===== src/rtl/ahb_arb_pkg.sv =====
// Shared types and helpers for the AHB bus arbiter.
package ahb_arb_pkg;

  typedef enum logic {ARB_FIXED, ARB_RR} arb_mode_e;

  // Index of the set bit in a one-hot vector. Vectors up to 32 masters are supported.
  function automatic int unsigned onehot2idx(input logic [31:0] oh);
    int unsigned idx;
    idx = 0;
    for (int i = 0; i < 32; i++) begin
      if (oh[i]) idx = i;
    end
    return idx;
  endfunction

endpackage


===== src/rtl/arb_rr_picker.sv =====
// Combinational rotating-priority picker: first set request at or after i_start, wrapping.
module arb_rr_picker #(
  parameter int N  = 4,
  parameter int IW = $clog2(N)
) (
  input  logic [N-1:0]  i_req,
  input  logic [IW-1:0] i_start,
  output logic [N-1:0]  o_grant,
  output logic          o_found
);

  always_comb begin
    int idx;
    idx     = 0;
    o_grant = '0;
    o_found = 1'b0;
    for (int k = 0; k < N; k++) begin
      idx = (int'(i_start) + k) % N;
      if (!o_found && i_req[idx]) begin
        o_grant[idx] = 1'b1;
        o_found      = 1'b1;
      end
    end
  end

endmodule


===== src/rtl/ahb_param_arbiter.sv =====
// Parametrised AHB arbiter: fixed-priority or round-robin, locked transfers, bounded burst hold.
// Arbitration happens only on hready edges; grant, owner index and lock are registered together.
module ahb_param_arbiter import ahb_arb_pkg::*; #(
  parameter int        NUM_MASTERS = 4,
  parameter arb_mode_e ARB_MODE    = ARB_FIXED,
  parameter int        MAX_HOLD    = 4,
  parameter int        MW          = $clog2(NUM_MASTERS)
) (
  input  logic                   hclk,
  input  logic                   hreset,
  input  logic [NUM_MASTERS-1:0] hreq,
  input  logic [NUM_MASTERS-1:0] hlock,
  input  logic                   hready,
  output logic [NUM_MASTERS-1:0] hgrant,
  output logic [MW-1:0]          hmaster,
  output logic                   hmastlock,
  output logic                   grant_valid
);

  localparam int HW = (MAX_HOLD > 2) ? $clog2(MAX_HOLD) : 1;
  localparam logic [HW-1:0] HOLD_MAX = (MAX_HOLD > 0) ? HW'(MAX_HOLD - 1) : '0;

  logic [NUM_MASTERS-1:0] r_grant;
  logic [MW-1:0]          r_master;
  logic                   r_lock;
  logic [HW-1:0]          r_holdCnt;
  logic [MW-1:0]          r_rrPtr;

  logic                   w_ownerValid;
  logic                   w_ownerReq;
  logic                   w_ownerLock;
  logic                   w_others;
  logic                   w_holdOk;
  logic                   w_retain;
  logic [NUM_MASTERS-1:0] w_cand;
  logic [NUM_MASTERS-1:0] w_pickReq;
  logic [NUM_MASTERS-1:0] w_pickGrant;
  logic [NUM_MASTERS-1:0] w_win;
  logic [MW-1:0]          w_pickStart;
  logic [MW-1:0]          w_winIdx;
  logic                   w_found;

  assign w_ownerValid = |r_grant;
  assign w_ownerReq   = |(hreq & r_grant);
  assign w_ownerLock  = |(hlock & r_grant);
  assign w_others     = |(hreq & ~r_grant);
  assign w_holdOk     = (MAX_HOLD == 0) || (r_holdCnt < HOLD_MAX);
  assign w_retain     = w_ownerValid & w_ownerReq & (w_ownerLock | ~w_others | w_holdOk);

  // An owner still requesting but not retained is being forced off, so it cannot win again.
  assign w_cand = (w_ownerValid & w_ownerReq) ? (hreq & ~r_grant) : hreq;

  assign w_pickStart = (ARB_MODE == ARB_FIXED) ? '0 :
                       (r_rrPtr == MW'(NUM_MASTERS - 1)) ? '0 : r_rrPtr + 1'b1;

  // Fixed priority reuses the rotating picker on a bit-reversed vector so the top index wins.
  always_comb begin
    w_pickReq = '0;
    w_win     = '0;
    for (int i = 0; i < NUM_MASTERS; i++) begin
      w_pickReq[i] = (ARB_MODE == ARB_FIXED) ? w_cand[NUM_MASTERS-1-i] : w_cand[i];
      w_win[i]     = (ARB_MODE == ARB_FIXED) ? w_pickGrant[NUM_MASTERS-1-i] : w_pickGrant[i];
    end
  end

  arb_rr_picker #(.N(NUM_MASTERS), .IW(MW)) u_picker (
    .i_req   (w_pickReq),
    .i_start (w_pickStart),
    .o_grant (w_pickGrant),
    .o_found (w_found)
  );

  assign w_winIdx = MW'(onehot2idx(32'(w_win)));

  always_ff @(posedge hclk or posedge hreset) begin
    if (hreset) begin
      r_grant   <= '0;
      r_master  <= '0;
      r_lock    <= 1'b0;
      r_holdCnt <= '0;
      r_rrPtr   <= MW'(NUM_MASTERS - 1);
    end else if (hready) begin
      if (hreq == '0) begin
        r_grant   <= '0;
        r_master  <= '0;
        r_lock    <= 1'b0;
        r_holdCnt <= '0;
      end else if (w_retain) begin
        r_lock <= w_ownerLock;
        if (!w_ownerLock && w_others && (r_holdCnt != HOLD_MAX))
          r_holdCnt <= r_holdCnt + 1'b1;
      end else if (w_found) begin
        r_grant   <= w_win;
        r_master  <= w_winIdx;
        r_lock    <= |(w_win & hlock);
        r_holdCnt <= '0;
        r_rrPtr   <= w_winIdx;
      end
    end
  end

  assign hgrant      = r_grant;
  assign hmaster     = r_master;
  assign hmastlock   = r_lock;
  assign grant_valid = |r_grant;

endmodule


===== config.mk =====
export PLATFORM = sky130hd
export DESIGN_NAME = ahb_param_arbiter
export DESIGN_NICKNAME = d
export VERILOG_FILES = /design/src/rtl/ahb_arb_pkg.sv /design/src/rtl/arb_rr_picker.sv /design/src/rtl/ahb_param_arbiter.sv
export SDC_FILE = /design/constraint.sdc
export NUM_CORES = 1
export LEC_CHECK = 0
export ABC_AREA = 0
export CORE_UTILIZATION = 39
export CTS_CLUSTER_DIAMETER = 60
export CTS_CLUSTER_SIZE = 10
export DETAILED_ROUTE_END_ITERATION = 16
export GPL_ROUTABILITY_DRIVEN = 0
export PLACE_DENSITY = 0.71
export SYNTH_ARGS = -nofsm -noshare
export SYNTH_HDL_FRONTEND = slang
export SYNTH_SLANG_ARGS = --single-unit

===== constraint.sdc =====
create_clock -name hclk -period 1.6 [get_ports hclk]
set_input_delay 0.32 -clock hclk [delete_from_list [all_inputs] [get_ports hclk]]
set_output_delay 0.32 -clock hclk [all_outputs]
set_load 0.02 [all_outputs]

==> results of run 1 <==
-- kinds of logic (layout without fill, tap and decap cells) --
logic type,Yosys count,count (layout),share of synthesized area [%]
buffers and inverters,3,42,1.903
flip-flops,9,9,38.06
AND/OR/NAND/NOR,23,23,23.47
AO/OA/AOI/OAI,12,12,20.72
multiplexers,6,6,13.74
adder cells (fa/ha/maj),1,1,2.114
-- cell type report --
class / count / share of cell area [%]
clock buffers: 4 / 2.689
inverters: 3 / 1.152
multi-input cells: 42 / 38.92
flip-flops and latches: 9 / 23.56
well taps: 15 / 1.921
repair buffers: 35 / 31.75
-- registers in the layout, indices dropped and copies added, names as in the netlist --
| register | flops |
|---|---|
| hgrant | 4 |
| hmaster | 2 |
| r_holdCnt | 2 |
| hmastlock | 1 |
-- worst min path at each step --
stage          cells past startpoint           end
2_1_floorplan                      1    hmaster[0]
3_3_place_gp                       1    hmaster[1]
3_5_place_dp                       2    hmaster[0]
4_1_cts                            2    hmaster[0]
5_1_grt                            2  r_holdCnt[0]
6_report                           2    hmaster[0]
-- Yosys cell counts --
library cell  instances  share of area [%]
dfrtp_1               9                 38
a22o_1                4                5.9
mux2_4                4                 10
nand2_1               4                2.5
nand2b_1              4                4.2
nor2_1                4                2.5
a22oi_1               3                3.8
inv_1                 3                1.9
and2_1                2                2.1
nor4_1                2                2.1
a211oi_1              1                1.3
a221oi_4              1                4.4
a31o_4                1                3.0
and2b_1               1                1.3
ha_1                  1                2.1
mux2_2                1                1.9
mux2i_1               1                1.7
nand2_4               1                1.9
nand4_1               1                1.1
nor2b_1               1                1.1
nor3_1                1               0.84
nor4b_2               1                2.5
o2111ai_1             1                1.5
o21ai_0               1               0.84
or4_1                 1                1.3
-- metal layers --
metal  global-route usage (%)  routed length [um]
met5                        0                   0
met4                    12.50                  22
met3                    1.630                  40
met2                    33.20                 719
met1                    25.33                 617
-- critical path, cell delays in order --
cell and delay [ps]:
clkdlybuf4s50_1 450, a22o_1 240, a221oi_4 230, a31o_4 170, nand2_4 80, mux2_4 300
-- power by group --
group	switching, uW	total, uW	internal [uW]
combinational	525	1160	631
sequential	58.1	395	337
clock	73.7	169	95.7
-- per-stage QoR --
step           setup TNS [ps]  util (%)  cells
2_1_floorplan          -4.269         -     54
6_report               -265.4     72.38    108
5_1_grt                -779.1     72.38    108
4_1_cts                -262.8     70.71    108
3_3_place_gp            -2875     68.40    104
3_5_place_dp            -2991     68.40    104
-- repair_timing --
item	in CTS	in global routing
gates resized for setup	14	5
pin swaps	3	2
endpoints found under the setup margin	14	10
==> run summary, run 1 <==
Outcome = complete, but fails checks
Failing checks = setup timing
Horiz. Die Dim = 40.96 um
Max Clk Rate = 605.2 MHz
Die Span Y = 40.96 um
Post-synth cell types = 25
Maximum vdd drop = 0.9695 mV
PnR Total Power = 1721 uW
Post-synthesis sequential area ratio = 38.05%
CTS clock-pin slew for the worst setup and hold paths = 60 ps
CTS tree = done
Final wirelength = 1399 um
Worst-Margin Slew = 325.7 ps
NumNets Final = 106
Synth Cell Area = 591.8 um2
Clock skew = 7.831 ps
Power per cell area = 1761 mW/mm2
Reg area = 230.2 um2
Root Buffer = clkbuf_4
CTS Buffer Depth = 2
Max Cap Violations = 0
RR Endpoint = hmaster[1]
Vias/cell = 5.194
Flop-to-flop setup slack = -50 ps
Rows = 13
CTS sink cnt = 9
Setup violators final = 7
Remaining Overflow, GRT = 0
Initial antenna violation count = 0
Filler cells = 110
Period utilisation layout = 103.3%
P_leak = 0.0004767 uW
DRT Pass-1 Iters = 2
TritonCTS Buffers = 3
DP Wirelength = 1120 um
WS Path Type = input pin to flop
Worst-path maximum fanout = 6
Syn. warnings = 0
Syn Nets = 66
Max Slew Vio Count = 0
Die area = 0.001677 mm2
Final Instance Area = 977.2 um2
Final Hold Vio Count = 0
Worst endpoint required time = 1730 ps
Setup repair bufs after CTS = 0
Post-DRT Antenna Nets = 0
Minimum clock period = 1652 ps
Area growth syn-to-layout = 65.12%
Clk Latency, worst-skew pair = 250 ps
RR Startpoint = hgrant[0]
Pre-CTS WS = -346.4 ps
Initial core utilization = 43.84%
Vias in the first global route = 493
Via Count = 561
Startpoint Class = input pin
Min Hold Slack = 314.5 ps
Critical Path End = hmaster[1]
Post-CTS Hold Buffers = 0
Post-route DRC violation count = 0
Area of the multi-input gates = 380.4 um2
Total GRT Usage = 20.27%
Slew margin rel. = 78.26%
Share of cells above drive strength 1 = 40.86%
Commonest cells after routing, fill and taps aside = buf_4, clkdlybuf4s50_1, dfrtp_1, dlygate4sd2_1
Setup crit start = hreq[1]
First-pass GRT wire length = 2111 um
Routed WL per cell = 12.95 um
Ports = 19
Syn Area/Cell = 10.96 um2
CP Data Arrival Time = 1790 ps
Final Worst Setup Slack = -52.41 ps
Hold WC Path Type = input pin to asynchronous set/reset pin
Critical Path End Type = flop
Most common cell after layout, fill and taps aside = buf_4
Post-synthesis cell count = 54
Htree depth = 1
Core ar. = 0.001350 mm2
R2R cell count = 6
DRT iter0 DRCs = 3
Number of antenna repair diodes = 0
RSZ-0062 raised after global routing = yes
Yosys reg bits = 9
Port buffer count = 18
Largest net degree at the start of global routing = 10
Placed inst area = 923.4 um2
No activity file was read; power rests on OpenSTA's default activity.
==> inputs of run 2 (changes only) <==
--- a/config.mk
+++ b/config.mk
@@ -8,7 +8,6 @@
 export ABC_AREA = 0
 export CORE_UTILIZATION = 39
 export CTS_CLUSTER_DIAMETER = 60
-export CTS_CLUSTER_SIZE = 10
 export DETAILED_ROUTE_END_ITERATION = 16
 export GPL_ROUTABILITY_DRIVEN = 0
 export PLACE_DENSITY = 0.71
==> results of run 2 <==
Same layout as run 1: the final DEF is identical, and so are final timing and power.
